--- src/rtl/awg_pkg.sv ---
// Shared constants, encodings and byte classifiers for the AWG command controller.
package awg_pkg;

  localparam int unsigned STATE_W    = 5;
  localparam int unsigned FREQ_W     = 12;
  localparam int unsigned AMP_W      = 3;
  localparam int unsigned PHASE_W    = 8;
  localparam int unsigned ACC_W      = 17;
  localparam int unsigned CNT_W      = 3;
  localparam int unsigned DIGIT_W    = 4;
  localparam int unsigned MAX_DIGITS = 5;

  localparam int unsigned FREQ_MAX   = 4095;
  localparam int unsigned AMP_MAX    = 7;
  localparam int unsigned PHASE_MAX  = 255;
  localparam int unsigned STATE_MAX  = 3;
  localparam int unsigned STATE_ALT  = 10;

  localparam logic [STATE_W-1:0] DEF_STATE  = 5'd3;
  localparam logic [FREQ_W-1:0]  DEF_FREQ   = 12'd1;
  localparam logic [AMP_W-1:0]   DEF_AMP    = 3'd2;
  localparam logic [PHASE_W-1:0] DEF_PHASE  = 8'd50;
  localparam logic [FREQ_W-1:0]  SWEEP_STEP = 12'd100;

  localparam logic [7:0] CHR_W  = 8'h57;
  localparam logic [7:0] CHR_F  = 8'h46;
  localparam logic [7:0] CHR_A  = 8'h41;
  localparam logic [7:0] CHR_P  = 8'h50;
  localparam logic [7:0] CHR_S  = 8'h53;
  localparam logic [7:0] CHR_CR = 8'h0D;
  localparam logic [7:0] CHR_LF = 8'h0A;
  localparam logic [7:0] CHR_0  = 8'h30;

  typedef enum logic [1:0] {IDLE, GET_ARG, COMMIT, ERR_FLUSH} fsm_e;
  typedef enum logic [2:0] {TGT_W, TGT_F, TGT_A, TGT_P, TGT_S} tgt_e;

  function automatic logic is_digit(input logic [7:0] b);
    return (b >= CHR_0) && (b <= CHR_0 + 8'd9);
  endfunction

  function automatic logic is_eol(input logic [7:0] b);
    return (b == CHR_CR) || (b == CHR_LF);
  endfunction

endpackage

--- src/rtl/awg_cmd_ctrl_if.sv ---
// UART byte input and config-register output bundle of the AWG command controller.
interface awg_cmd_ctrl_if;
  import awg_pkg::*;

  logic [7:0]         rx_data;
  logic               rx_valid;
  logic               sweep_tick;
  logic [STATE_W-1:0] state;
  logic [FREQ_W-1:0]  state_freq;
  logic [AMP_W-1:0]   state_amp;
  logic [PHASE_W-1:0] state_phase;
  logic               cfg_upd;
  logic               cmd_err;
  logic               busy;

  modport master (
    output rx_data, rx_valid, sweep_tick,
    input  state, state_freq, state_amp, state_phase, cfg_upd, cmd_err, busy
  );

  modport slave (
    input  rx_data, rx_valid, sweep_tick,
    output state, state_freq, state_amp, state_phase, cfg_upd, cmd_err, busy
  );

endinterface

--- src/rtl/awg_dec_acc.sv ---
// Decimal argument accumulator: clear, digit load (acc*10+d), digit count, overflow flag.
module awg_dec_acc
  import awg_pkg::*;
(
  input  logic               clk,
  input  logic               rst,
  input  logic               clr_i,
  input  logic               load_i,
  input  logic [DIGIT_W-1:0] digit_i,
  output logic [ACC_W-1:0]   acc_o,
  output logic [CNT_W-1:0]   cnt_o,
  output logic               full_c
);

  logic [ACC_W-1:0] acc_q, acc_d;
  logic [CNT_W-1:0] cnt_q, cnt_d;

  assign full_c = (cnt_q == CNT_W'(MAX_DIGITS));

  // acc*10 built from shifts; with at most MAX_DIGITS digits the result fits in ACC_W
  always_comb begin
    acc_d = acc_q;
    cnt_d = cnt_q;
    if (clr_i) begin
      acc_d = '0;
      cnt_d = '0;
    end else if (load_i && !full_c) begin
      acc_d = (acc_q << 3) + (acc_q << 1) + ACC_W'(digit_i);
      cnt_d = cnt_q + CNT_W'(1);
    end
  end

  always_ff @(posedge clk) begin
    if (rst) begin
      acc_q <= '0;
      cnt_q <= '0;
    end else begin
      acc_q <= acc_d;
      cnt_q <= cnt_d;
    end
  end

  assign acc_o = acc_q;
  assign cnt_o = cnt_q;

endmodule

--- src/rtl/awg_cmd_ctrl.sv ---
// AWG command parser: multi-digit W/F/A/P commands, legacy '0'-'4' keys, atomic config commit.
// Optional frequency sweep ('S' command, sweep_tick) is built when AWG_SWEEP_EN is defined.
module awg_cmd_ctrl
  import awg_pkg::*;
(
  input  logic           clk,
  input  logic           rst,
  awg_cmd_ctrl_if.slave  bus
);

  fsm_e               fsm_q, fsm_d;
  tgt_e               tgt_q, tgt_d;
  logic [STATE_W-1:0] wave_q, wave_d;
  logic [FREQ_W-1:0]  freq_q, freq_d;
  logic [AMP_W-1:0]   amp_q, amp_d;
  logic [PHASE_W-1:0] phase_q, phase_d;
  logic               cfg_upd_q, cfg_upd_d;
  logic               cmd_err_q, cmd_err_d;
  logic               busy_q, busy_d;

  logic               acc_clr, acc_load, acc_full, commit_ok;
  logic [ACC_W-1:0]   acc;
  logic [CNT_W-1:0]   cnt;
  logic [DIGIT_W-1:0] digit_c;
  logic [2:0]         key_c;
  logic               legacy_c;

`ifdef AWG_SWEEP_EN
  logic               sweep_en_q, sweep_en_d;
  logic [FREQ_W:0]    sweep_sum_c;
  assign sweep_sum_c = {1'b0, freq_q} + {1'b0, SWEEP_STEP};
`else
  logic               unused_tick;
  assign unused_tick = bus.sweep_tick;
`endif

  assign digit_c  = DIGIT_W'(bus.rx_data - CHR_0);
  assign key_c    = bus.rx_data[2:0];
  assign legacy_c = (bus.rx_data >= CHR_0) && (bus.rx_data <= CHR_0 + 8'd4);

  awg_dec_acc u_acc (
    .clk     (clk),
    .rst     (rst),
    .clr_i   (acc_clr),
    .load_i  (acc_load),
    .digit_i (digit_c),
    .acc_o   (acc),
    .cnt_o   (cnt),
    .full_c  (acc_full)
  );

  // Range check of the accumulated argument for the latched target
  always_comb begin
    commit_ok = 1'b0;
    unique case (tgt_q)
      TGT_W: commit_ok = (acc <= ACC_W'(STATE_MAX)) || (acc == ACC_W'(STATE_ALT));
      TGT_F: commit_ok = (acc >= ACC_W'(1)) && (acc <= ACC_W'(FREQ_MAX));
      TGT_A: commit_ok = (acc <= ACC_W'(AMP_MAX));
      TGT_P: commit_ok = (acc <= ACC_W'(PHASE_MAX));
`ifdef AWG_SWEEP_EN
      TGT_S: commit_ok = (acc <= ACC_W'(1)) && (cnt == CNT_W'(1));
`endif
      default: commit_ok = 1'b0;
    endcase
  end

  always_comb begin
    fsm_d     = fsm_q;
    tgt_d     = tgt_q;
    wave_d    = wave_q;
    freq_d    = freq_q;
    amp_d     = amp_q;
    phase_d   = phase_q;
    cfg_upd_d = 1'b0;
    cmd_err_d = 1'b0;
    acc_clr   = 1'b0;
    acc_load  = 1'b0;
`ifdef AWG_SWEEP_EN
    sweep_en_d = sweep_en_q;
`endif

    unique case (fsm_q)
      IDLE: begin
        if (bus.rx_valid) begin
          if (bus.rx_data == CHR_W) begin
            tgt_d = TGT_W; acc_clr = 1'b1; fsm_d = GET_ARG;
          end else if (bus.rx_data == CHR_F) begin
            tgt_d = TGT_F; acc_clr = 1'b1; fsm_d = GET_ARG;
          end else if (bus.rx_data == CHR_A) begin
            tgt_d = TGT_A; acc_clr = 1'b1; fsm_d = GET_ARG;
          end else if (bus.rx_data == CHR_P) begin
            tgt_d = TGT_P; acc_clr = 1'b1; fsm_d = GET_ARG;
`ifdef AWG_SWEEP_EN
          end else if (bus.rx_data == CHR_S) begin
            tgt_d = TGT_S; acc_clr = 1'b1; fsm_d = GET_ARG;
`endif
          end else if (legacy_c) begin
            // '0' selects the alternate waveform, '1'..'4' map to 0..3
            wave_d    = (key_c == 3'd0) ? STATE_W'(STATE_ALT) : STATE_W'(key_c - 3'd1);
            cfg_upd_d = 1'b1;
          end
        end
      end
      GET_ARG: begin
        if (bus.rx_valid) begin
          if (is_digit(bus.rx_data)) begin
            if (acc_full) fsm_d = ERR_FLUSH;
            else          acc_load = 1'b1;
          end else if (is_eol(bus.rx_data)) begin
            if (cnt == '0) begin
              cmd_err_d = 1'b1;
              fsm_d     = IDLE;
            end else begin
              fsm_d = COMMIT;
            end
          end else begin
            fsm_d = ERR_FLUSH;
          end
        end
      end
      COMMIT: begin
        fsm_d = IDLE;
        if (commit_ok) begin
          unique case (tgt_q)
            TGT_W:   begin wave_d  = STATE_W'(acc); cfg_upd_d = 1'b1; end
            TGT_F:   begin freq_d  = FREQ_W'(acc);  cfg_upd_d = 1'b1; end
            TGT_A:   begin amp_d   = AMP_W'(acc);   cfg_upd_d = 1'b1; end
            TGT_P:   begin phase_d = PHASE_W'(acc); cfg_upd_d = 1'b1; end
`ifdef AWG_SWEEP_EN
            TGT_S:   sweep_en_d = acc[0];
`endif
            default: ;
          endcase
        end else begin
          cmd_err_d = 1'b1;
        end
      end
      ERR_FLUSH: begin
        if (bus.rx_valid && is_eol(bus.rx_data)) begin
          cmd_err_d = 1'b1;
          fsm_d     = IDLE;
        end
      end
      default: fsm_d = IDLE;
    endcase

`ifdef AWG_SWEEP_EN
    // A tick loses to an F commit and is dropped in a cycle raising cmd_err
    if (bus.sweep_tick && sweep_en_q && !cmd_err_d &&
        !(fsm_q == COMMIT && tgt_q == TGT_F && commit_ok)) begin
      freq_d    = (sweep_sum_c > (FREQ_W+1)'(FREQ_MAX)) ? DEF_FREQ : FREQ_W'(sweep_sum_c);
      cfg_upd_d = 1'b1;
    end
`endif

    busy_d = (fsm_d == COMMIT);
  end

  always_ff @(posedge clk) begin
    if (rst) begin
      fsm_q     <= IDLE;
      tgt_q     <= TGT_W;
      wave_q    <= DEF_STATE;
      freq_q    <= DEF_FREQ;
      amp_q     <= DEF_AMP;
      phase_q   <= DEF_PHASE;
      cfg_upd_q <= 1'b0;
      cmd_err_q <= 1'b0;
      busy_q    <= 1'b0;
`ifdef AWG_SWEEP_EN
      sweep_en_q <= 1'b0;
`endif
    end else begin
      fsm_q     <= fsm_d;
      tgt_q     <= tgt_d;
      wave_q    <= wave_d;
      freq_q    <= freq_d;
      amp_q     <= amp_d;
      phase_q   <= phase_d;
      cfg_upd_q <= cfg_upd_d;
      cmd_err_q <= cmd_err_d;
      busy_q    <= busy_d;
`ifdef AWG_SWEEP_EN
      sweep_en_q <= sweep_en_d;
`endif
    end
  end

  assign bus.state       = wave_q;
  assign bus.state_freq  = freq_q;
  assign bus.state_amp   = amp_q;
  assign bus.state_phase = phase_q;
  assign bus.cfg_upd     = cfg_upd_q;
  assign bus.cmd_err     = cmd_err_q;
  assign bus.busy        = busy_q;

endmodule

--- src/flat_wrapper.sv ---
// flat-port wrapper written by rule: the top's interface ports become plain ports
module awg_cmd_ctrl_flat import awg_pkg::*;
  (clk, rst, bus_rx_data, bus_rx_valid, bus_sweep_tick, bus_state, bus_state_freq, bus_state_amp, bus_state_phase, bus_cfg_upd, bus_cmd_err, bus_busy);
  awg_cmd_ctrl_if bus_i ();
  input  logic clk;
  input  logic rst;
  input wire logic [$bits(bus_i.rx_data)-1:0] bus_rx_data;
  input wire logic [$bits(bus_i.rx_valid)-1:0] bus_rx_valid;
  input wire logic [$bits(bus_i.sweep_tick)-1:0] bus_sweep_tick;
  output wire logic [$bits(bus_i.state)-1:0] bus_state;
  output wire logic [$bits(bus_i.state_freq)-1:0] bus_state_freq;
  output wire logic [$bits(bus_i.state_amp)-1:0] bus_state_amp;
  output wire logic [$bits(bus_i.state_phase)-1:0] bus_state_phase;
  output wire logic [$bits(bus_i.cfg_upd)-1:0] bus_cfg_upd;
  output wire logic [$bits(bus_i.cmd_err)-1:0] bus_cmd_err;
  output wire logic [$bits(bus_i.busy)-1:0] bus_busy;
  assign bus_i.rx_data = bus_rx_data;
  assign bus_i.rx_valid = bus_rx_valid;
  assign bus_i.sweep_tick = bus_sweep_tick;
  assign bus_state = bus_i.state;
  assign bus_state_freq = bus_i.state_freq;
  assign bus_state_amp = bus_i.state_amp;
  assign bus_state_phase = bus_i.state_phase;
  assign bus_cfg_upd = bus_i.cfg_upd;
  assign bus_cmd_err = bus_i.cmd_err;
  assign bus_busy = bus_i.busy;
  awg_cmd_ctrl u_core (.clk(clk), .rst(rst), .bus(bus_i));
endmodule
--- config.mk ---
export PLATFORM = sky130hd
export DESIGN_NAME = awg_cmd_ctrl_flat
export DESIGN_NICKNAME = d
export VERILOG_FILES = /design/src/rtl/awg_pkg.sv /design/src/rtl/awg_cmd_ctrl_if.sv /design/src/rtl/awg_dec_acc.sv /design/src/rtl/awg_cmd_ctrl.sv /design/src/flat_wrapper.sv
export SDC_FILE = /design/constraint.sdc
export NUM_CORES = 1
export LEC_CHECK = 0
export BUFFER_PORTS_ARGS = -buffer_cell sky130_fd_sc_hd__buf_2
export CAP_MARGIN = 25
export CORE_MARGIN = 1
export CORE_UTILIZATION = 58
export DETAILED_ROUTE_END_ITERATION = 10
export HOLD_SLACK_MARGIN = 0.15
export PLACE_DENSITY = 0.91
export SKIP_LAST_GASP = 1
export SLEW_MARGIN = 20
export SYNTH_ARGS = -nofsm -noshare
export SYNTH_HDL_FRONTEND = slang
export SYNTH_SLANG_ARGS = --single-unit
--- constraint.sdc ---
create_clock -name clk -period 3.9 [get_ports clk]
set_clock_uncertainty 0.15 [all_clocks]
set_input_delay 0 -clock clk [delete_from_list [all_inputs] [get_ports clk]]
set_output_delay 0 -clock clk [all_outputs]
set_load 0.02 [all_outputs]
==> impl_metrics.py, run 1 <==
metrics = {
    "logic_synthesis": {
        "post_synth_instance_area_um2": 3370,
        "synth_cells": 394,
        "post_synth_num_cell_types": 55,
        "synth-edff-count": 0,
        "post_synth_top_flop": "sky130_fd_sc_hd__dfxtp_1",
        "synth_top_area_cell": "sky130_fd_sc_hd__dfxtp_1",
        "synth_top_area_share": 0.327,
        "ys_warn_count": 0,
        "post_synthesis_sequential_area_ratio": 0.327,
        "synth_area_per_inst_um2": 8.55,
        "net_count_after_synthesis": 444,
        "async_reset_ff_frac": 0,
        "ys_ff_latch": 55,
        "ys_top_cells_by_area": "sky130_fd_sc_hd__dfxtp_1 (33%), sky130_fd_sc_hd__ha_1 (13%), sky130_fd_sc_hd__a21oi_1 (5.2%)",
    },
    "cells_and_area": {
        "antenna_cells": 0,
        "syn2layout_area_growth_pct": 15.3,
        "finish.net_count": 494,
        "post_route_cells_drive_above_1_share": 0.148,
    },
    "routing": {
        "avg_wl_per_cell_um": 17.0,
        "drt_wl_total_um": 8790,
        "antenna_left": 0,
        "drt_drc_violations_left": 0,
        "vias_per_cell": 6.36,
        "drtPass1Iterations": 6,
        "drt_first_iter_violations": 327,
        "vias": 3288,
    },
    "worst_setup_path": {
        "worstSetupEndpointType": "flip-flop",
        "r2r-start": "u_core.fsm_q[0]",
        "cell_by_cell_trace_of_the_critical_path": "dlygate4sd3_1 > buf_2 > inv_1 > ha_1 > inv_1 > a2111oi_2 > dlygate4sd3_1 > nand4_1 > dlygate4sd3_1 > a31oi_1 > dlygate4sd3_1",
        "critical-path-top-delay-family": "buffers and inverters",
        "crit_start": "bus_rx_data[0]",
        "delay_of_the_slowest_cell_on_the_worst_path_ns": 0.66,
        "critPathMaxFanout": 5,
        "cp-start-kind": "input pin",
        "crit_top_cell": "sky130_fd_sc_hd__dlygate4sd3_1",
        "worst-endpoint-arrival_ns": 3.69,
        "cpMaxStageDelayCell": "sky130_fd_sc_hd__dlygate4sd3_1",
        "timing.critical_path.required_ns": 4.01,
        "worst-path-buf-inv": 7,
        "worst-setup-path-type": "in -> reg",
    },
    "clocking": {
        "tritoncts.num_buffers": 5,
        "htree_num_levels": 2,
        "clk_transition_reported_paths_ns": 0.10,
        "cts.repair.resized": 0,
        "clkLatencyLatePin_ns": 0.32,
        "cts_max_path_buffers": 2,
        "clock-root-buffer": "sky130_fd_sc_hd__clkbuf_8",
        "tritoncts": "built",
        "tritoncts_num_sinks": 55,
        "cts_post_setup_buffers_inserted": 0,
    },
    "timing": {
        "fmax_ghz": 0.280,
        "final.min_clock_period_ns": 3.57,
        "final_min_period_over_clock_period": 0.917,
        "final_hold_viols": 0,
        "final.hold.worst_slack_ns": 0.210,
        "final_max_slew_viol_count": 0,
        "setup_repair_after_global_routing_missed_its_margin": "false",
        "setup-violations-final": 0,
        "slew-limit-headroom": 0.395,
        "timing_worst_slew_pin_value_ns": 0.905,
        "final.setup.tns_ns": 0,
    },
    "global_route": {
        "global_route.overflow_total": 0,
        "grt_pass1_wl_um": 14700,
        "pin_count_of_the_biggest_net_entering_global_routing": 38,
        "initial_antenna_violation_count": 0,
        "via_count_of_the_first_global_routing_pass": 3137,
        "global_route.usage.total": 0.298,
    },
    "floorplanning": {
        "fp.dieH_um": 78.2,
        "rows": 27,
        "fp.dieArea_um2": 6110,
        "floorplan.core_area_um2": 5540,
        "i_o_pin_count": 43,
        "floorplan.die.width_um": 78.2,
        "initial_core_util": 0.608,
    },
    "placement": {
        "detailedPlacementHpwl_um": 5840,
        "gp_routability_congestion": 0.952,
        "port-buffer-count": 41,
    },
    "power_and_ir_drop": {
        "power_frac_seq": 0.588,
        "p_clk_frac": 0.349,
        "power_density_nw_per_um2": 246,
        "ir_drop_worst_vdd_uv": 141,
        "power.share.switching": 0.250,
        "p_int_mw": 0.717,
        "power_switching_mw": 0.239,
        "combinationalPowerShare": 0.063,
        "p_leak_nw": 1.69,
    },
    "min_path": {
        "holdCritPathClass": "in -> reg",
        "min_from": "bus_rx_data[6]",
    },
    "flow_run": {
        "cap_violations": 0,
    },
    "outcome": {
        "run_status": "finished, final reports clean",
    },
}
[final timing paths]
check,slack [ns],to,cells after the start
worst min-delay path,0.21,u_core.tgt_q[0],4
worst min register to register,0.31,u_core.bus.state_freq[9],2
worst max-delay path,0.33,u_core.bus.state[4],11
worst max register to register,0.38,u_core.bus.state[4],7
[kinds of logic after synthesis]
family | count (synthesis) | share of synthesized area
compound gates | 91 | 0.182
xor+xnor | 10 | 0.0260
fa+ha+maj | 38 | 0.146
buf+inv | 30 | 0.0349
flops | 55 | 0.327
mux | 14 | 0.0457
simple gates | 156 | 0.239
[cells in the mapped netlist (3+ instances only)]
master and instances:
sky130_fd_sc_hd__a211o_1 6, sky130_fd_sc_hd__nor3b_1 3, sky130_fd_sc_hd__nor4_1 4, sky130_fd_sc_hd__a211oi_1 5, sky130_fd_sc_hd__nor2b_1 8, sky130_fd_sc_hd__ha_1 36, sky130_fd_sc_hd__nor2_1 34, sky130_fd_sc_hd__a31oi_1 5
sky130_fd_sc_hd__a21oi_1 35, sky130_fd_sc_hd__nand2_1 41, sky130_fd_sc_hd__nor3_1 7, sky130_fd_sc_hd__o21ai_0 14, sky130_fd_sc_hd__a21o_1 5, sky130_fd_sc_hd__mux2i_1 12, sky130_fd_sc_hd__xnor2_1 7, sky130_fd_sc_hd__nand2b_1 3
sky130_fd_sc_hd__buf_2 4, sky130_fd_sc_hd__xor2_1 3, sky130_fd_sc_hd__inv_1 10, sky130_fd_sc_hd__or3_1 3, sky130_fd_sc_hd__nand4_1 7, sky130_fd_sc_hd__clkbuf_1 16, sky130_fd_sc_hd__nand3_1 24, sky130_fd_sc_hd__dfxtp_1 55
sky130_fd_sc_hd__and3_1 5
[power by group through the flow]
stage | Clock [mW] | Sequential (mW) | Combinational, mW
2_1_floorplan | 0 | 0.576 | 0.0319
3_3_place_gp | 0 | 0.576 | 0.0470
3_5_place_dp | 0 | 0.576 | 0.0494
4_1_cts | 0.335 | 0.563 | 0.0573
5_1_grt | 0.364 | 0.563 | 0.0645
6_report | 0.334 | 0.563 | 0.0601
[worst reg2reg max path, cell delays in order, from the launching register on]
cell and delay [ns]:
sky130_fd_sc_hd__dfxtp_1 0.40, sky130_fd_sc_hd__or3b_1 0.41, sky130_fd_sc_hd__a2111oi_2 0.42, sky130_fd_sc_hd__dlygate4sd3_1 0.66, sky130_fd_sc_hd__nand4_1 0.10, sky130_fd_sc_hd__dlygate4sd3_1 0.59
sky130_fd_sc_hd__a31oi_1 0.18, sky130_fd_sc_hd__dlygate4sd3_1 0.57
[routing by layer]
| metal | track usage | vias up | wire (um) |
|---|---|---|---|
| met5 | 0 | - | 0 |
| met4 | 0.141 | 0 | 276 |
| met3 | 0.0512 | 38 | 437 |
| met2 | 0.506 | 136 | 4410 |
| met1 | 0.364 | 1580 | 3660 |
| li1 | - | 1534 | - |
[flip-flops by register name, summed over array words and instances (netlist names), 2 cells and up]
register,cells
u_core.bus.state_amp,3
u_core.bus.state_freq,12
u_core.bus.state,5
u_core.fsm_q,2
u_core.u_acc.acc_o,17
u_core.u_acc.cnt_o,3
u_core.tgt_q,2
u_core.bus.state_phase,8
[through the flow]
step           power [mW]  cell area [um2]  utilization  setup WS [ns]  cells
4_1_cts             0.955             3880        0.701          0.403    517
3_5_place_dp        0.625             3610        0.652          0.642    491
3_3_place_gp        0.623             3610        0.652          0.818    491
2_1_floorplan       0.608             3370            -           1.16    394
5_1_grt             0.991             3880        0.701          0.210    517
6_report            0.957             3880        0.701          0.325    517
[cells in the final DEF (no fill, tap or decap), types with 3 or more instances in the layout]
cell	synthesis	final
sky130_fd_sc_hd__dfxtp_1	55	55
sky130_fd_sc_hd__nand2_1	41	41
sky130_fd_sc_hd__buf_2	4	41
sky130_fd_sc_hd__ha_1	36	36
sky130_fd_sc_hd__a21oi_1	35	35
sky130_fd_sc_hd__nor2_1	34	34
sky130_fd_sc_hd__nand3_1	24	24
sky130_fd_sc_hd__dlygate4sd3_1	0	18
sky130_fd_sc_hd__o21ai_0	14	14
sky130_fd_sc_hd__mux2i_1	12	12
sky130_fd_sc_hd__inv_1	10	10
sky130_fd_sc_hd__nor2b_1	8	8
sky130_fd_sc_hd__nand4_1	7	7
sky130_fd_sc_hd__nor3_1	7	7
sky130_fd_sc_hd__xnor2_1	7	7
sky130_fd_sc_hd__a211o_1	6	6
sky130_fd_sc_hd__and3_1	5	5
sky130_fd_sc_hd__a21o_1	5	5
sky130_fd_sc_hd__a31oi_1	5	5
sky130_fd_sc_hd__a211oi_1	5	5
sky130_fd_sc_hd__clkbuf_8	0	5
sky130_fd_sc_hd__nor4_1	4	4
sky130_fd_sc_hd__buf_4	0	4
sky130_fd_sc_hd__nand2b_1	3	3
sky130_fd_sc_hd__xor2_1	3	3
sky130_fd_sc_hd__or3_1	3	3
sky130_fd_sc_hd__nor3b_1	3	3
[area by class of cell]
| class | instances | area [um2] |
|---|---|---|
| multi-input cells | 309 | 2150 |
| fillers | 409 | 1660 |
| clock buffers | 5 | 68.8 |
| repair buffers | 63 | 415 |
| well taps | 72 | 90.1 |
| inverters | 10 | 37.5 |
| flip-flops and latches | 55 | 1100 |
| clock inverters | 3 | 22.5 |
[timing repair]
action                                  in CTS  in global routing
hold buffers                                18                  0
endpoints found under the setup margin       0                  0
endpoints found under the hold margin       31                  0
Note: power is estimated with default switching activity, not from simulation.
==> inputs of run 2 (changes only) <==
--- a/config.mk
+++ b/config.mk
@@ -9,11 +9,12 @@
 export CAP_MARGIN = 25
 export CORE_MARGIN = 1
-export CORE_UTILIZATION = 58
+export CORE_UTILIZATION = 59
 export DETAILED_ROUTE_END_ITERATION = 10
 export HOLD_SLACK_MARGIN = 0.15
-export PLACE_DENSITY = 0.91
+export PLACE_DENSITY = 0.92
 export SKIP_LAST_GASP = 1
 export SLEW_MARGIN = 20
 export SYNTH_ARGS = -nofsm -noshare
 export SYNTH_HDL_FRONTEND = slang
+export SYNTH_HIERARCHICAL = 1
 export SYNTH_SLANG_ARGS = --single-unit
--- a/constraint.sdc
+++ b/constraint.sdc
@@ -3,3 +3,3 @@
 set_input_delay 0 -clock clk [delete_from_list [all_inputs] [get_ports clk]]
 set_output_delay 0 -clock clk [all_outputs]
-set_load 0.02 [all_outputs]
+set_load 0.01 [all_outputs]
==> run 2 against run 1 <==
Effect of this change:
- non-clock buffer count down 9
- total power shrank 2.5%
- sequential share of layout area decreased by 0.71 points
- cell count is 1.2% lower
- routed wire length is 0.19% higher
- worst setup slack better by 0.37 ns
- via count shrank 1.4%
- first-iteration DRC count rose by 44%
- worst hold slack worse by 0.029 ns
- critical endpoint is now u_core/u_acc/acc_o[15]
- largest cell class unchanged
- largest power group unchanged
==> impl_metrics.py, run 2 <==
metrics = {
    "routing": {
        "drt_drc_violations_left": 0,
        "drtPass1Iterations": 6,
        "antenna_left": 0,
        "drt_first_iter_violations": 472,
        "drt_wl_total_um": 8810,
        "vias": 3241,
        "vias_per_cell": 6.34,
        "avg_wl_per_cell_um": 17.2,
    },
    "logic_synthesis": {
        "synth_mux_area_frac": 0.0980,
        "post_synth_num_cell_types": 64,
        "synth_top_area_share": 0.310,
        "synth_xor_area_frac": 0.0272,
        "synth_area_per_inst_um2": 9.01,
        "post_synth_instance_area_um2": 3550,
        "synth_cells": 394,
        "synth_top_area_cell": "sky130_fd_sc_hd__dfxtp_1",
        "synth_compound_area_frac": 0.160,
        "synth_commonest_cells": "sky130_fd_sc_hd__dfxtp_1 (55), sky130_fd_sc_hd__ha_1 (36), sky130_fd_sc_hd__nand2b_1 (36)",
        "ys_ff_latch": 55,
        "synth_top_family_by_area": "simple AND/OR/NAND/NOR gates",
        "post_synth_fa_ha_maj_area_fraction": 0.138,
        "post-synth-top-count-cell": "sky130_fd_sc_hd__dfxtp_1",
        "async_reset_ff_frac": 0,
        "synth-edff-count": 0,
        "synthSimpleGateAreaFrac": 0.228,
        "post_synthesis_sequential_area_ratio": 0.310,
        "post_synth_top_flop": "sky130_fd_sc_hd__dfxtp_1",
        "net_count_after_synthesis": 444,
        "ys_top_cells_by_area": "sky130_fd_sc_hd__dfxtp_1 (31%), sky130_fd_sc_hd__ha_1 (13%), sky130_fd_sc_hd__mux2i_1 (7.9%)",
        "ys_warn_count": 6,
    },
    "worst_setup_path": {
        "critical-path-top-delay-family": "simple AND/OR/NAND/NOR gates",
        "delay_of_the_slowest_cell_on_the_worst_path_ns": 0.80,
        "worst-endpoint-arrival_ns": 3.24,
        "worstSetupEndpointType": "flip-flop",
        "regToRegSetupSlack_ns": 0.83,
        "timing.critical_path.required_ns": 3.94,
        "r2r-start": "u_core/u_acc/acc_o[4]",
        "cpMaxStageDelayCell": "sky130_fd_sc_hd__or2_0",
        "cell_by_cell_trace_of_the_critical_path": "dlygate4sd3_1 > buf_2 > or4b_2 > nor3_1 > and2_1 > or2_0 > nor2_1 > nand2_1 > o31ai_2",
        "cp-start-kind": "input pin",
        "worst_r2r_dst": "u_core/bus.state_freq[4]",
        "worst-path-buf-inv": 2,
        "r2r_cells": 5,
        "worst-setup-path-type": "in -> reg",
        "critPathMaxFanout": 16,
    },
    "timing": {
        "final_max_slew_viol_count": 0,
        "final_hold_viols": 0,
        "final.setup.tns_ns": 0,
        "finalWorstSetupSlack_ns": 0.695,
        "fmax_ghz": 0.312,
        "final.min_clock_period_ns": 3.21,
        "timing_worst_slew_pin_value_ns": 0.988,
        "final_min_period_over_clock_period": 0.822,
        "setup-violations-final": 0,
        "setup_repair_after_global_routing_missed_its_margin": "false",
        "slew-limit-headroom": 0.341,
    },
    "clocking": {
        "tritoncts_num_sinks": 55,
        "cts_max_path_buffers": 2,
        "tritoncts": "built",
        "tritoncts.num_buffers": 5,
        "clkLatencyLatePin_ns": 0.30,
        "htree_num_levels": 2,
        "clock-root-buffer": "sky130_fd_sc_hd__clkbuf_8",
        "clk_transition_reported_paths_ns": 0.09,
        "cts_post_setup_buffers_inserted": 0,
    },
    "cells_and_area": {
        "finish.net_count": 488,
        "final_common_cell": "sky130_fd_sc_hd__dfxtp_1",
        "syn2layout_area_growth_pct": 12.3,
        "post_route_cells_drive_above_1_share": 0.162,
        "final_design_area_no_fill_um2": 3980,
        "antenna_cells": 0,
        "final_util": 0.706,
        "most-common-layout-cells": "sky130_fd_sc_hd__dfxtp_1 (55), sky130_fd_sc_hd__buf_2 (41), sky130_fd_sc_hd__nand2b_1 (36), sky130_fd_sc_hd__ha_1 (36), sky130_fd_sc_hd__nor2_1 (31)",
        "max_reg_flops": 17,
    },
    "floorplanning": {
        "initial_core_util": 0.629,
        "fp.dieH_um": 79.6,
        "fp.dieArea_um2": 6330,
        "rows": 27,
        "floorplan.core_area_um2": 5640,
        "i_o_pin_count": 43,
        "floorplan.die.width_um": 79.6,
    },
    "flow_run": {
        "cap_violations": 0,
    },
    "placement": {
        "detailedPlacementHpwl_um": 5740,
        "dpl_cell_area_um2": 3780,
        "placement.setup.worst_slack_ns": 1.01,
        "port-buffer-count": 41,
        "gp_routability_congestion": 0.924,
    },
    "outcome": {
        "run_status": "finished, final reports clean",
    },
    "min_path": {
        "hold_path_end": "u_core/fsm_q[1]",
        "min_from": "rst",
        "holdCritPathClass": "in -> reg",
        "hold-path-cell-count": 2,
    },
    "global_route": {
        "global_route.overflow_total": 0,
        "initial_antenna_violation_count": 0,
        "pin_count_of_the_biggest_net_entering_global_routing": 59,
        "grt_pass1_wl_um": 14500,
        "via_count_of_the_first_global_routing_pass": 3038,
        "global_route.usage.total": 0.291,
    },
    "power_and_ir_drop": {
        "totalPowerFinal_mw": 0.932,
        "p_leak_nw": 1.74,
        "ir_drop_worst_vdd_uv": 174,
        "power_density_nw_per_um2": 234,
    },
}
==> run 2: changes by cell type in the layout (fill, tap and decap cells not counted), moves of 10 or more <==
cell / change
sky130_fd_sc_hd__a21oi_1: -14
sky130_fd_sc_hd__mux2i_1: +16
sky130_fd_sc_hd__nand2_1: -11
sky130_fd_sc_hd__nand2b_1: +33
sky130_fd_sc_hd__nand3_1: -15
sky130_fd_sc_hd__o21ai_0: -10
==> run 2: worst max path at each step <==
stage                             end  slack [ns]                   start  cells after the start
3_5_place_dp      u_core/bus.state[4]        1.01   u_core/u_acc/acc_o[4]                      5
2_1_floorplan     u_core/bus.state[2]        1.25  u_core/u_acc/acc_o[11]                      6
4_1_cts        u_core/u_acc/acc_o[15]        0.86          bus_rx_data[3]                      9
5_1_grt        u_core/u_acc/acc_o[12]        0.58          bus_rx_data[3]                      9
6_report       u_core/u_acc/acc_o[15]        0.69          bus_rx_data[3]                      9
3_3_place_gp      u_core/bus.state[4]        1.04   u_core/u_acc/acc_o[4]                      5
==> run 2: layout make-up <==
class                      instances  area [um2]
inverter                          16        60.1
fill                             375        1660
sequential                        55        1100
clock inverter                     2        12.5
clock buffer                       6        72.6
tap                               72        90.1
multi-input combinational        306        2310
timing repair buffer              54         333
==> run 2: metal layers <==
| layer | vias to the layer above | share of wire | wire length (um) | track usage |
|---|---|---|---|---|
| met1 | 1486 | 0.42 | 3660 | 0.356 |
| met2 | 205 | 0.46 | 4060 | 0.496 |
| met5 | - | 0 | 0 | 0 |
| li1 | 1495 | - | - | - |
| met4 | 0 | 0.050 | 436 | 0.138 |
| met3 | 55 | 0.074 | 650 | 0.0457 |
==> run 2: logic make-up after synthesis <==
family	Yosys count
compound gates	76
xor+xnor	11
fa+ha+maj	38
buf+inv	33
flops	55
mux	33
simple gates	148
==> run 2: power breakdown <==
part / internal [mW] / leakage (nW) / switching, mW
combinational: 0.0273 / 1.26 / 0.0374
sequential: 0.562 / 0.443 / 0.000722
clock: 0.126 / 0.0412 / 0.179
total: 0.715 / 1.74 / 0.217
==> run 2: what timing repair did <==
item,CTS,global route
hold buffers,12,0
hold endpoints to repair,11,0
resized for setup,0,0
setup endpoints to repair,0,0
==> run 2: through the flow <==
stage                     std cells  hold WS, ns
after global placement          491        0.156
after global routing            511        0.212
after floorplan                 394      -0.0140
final                           511        0.182
after detailed placement        491        0.196
after CTS                       511        0.161
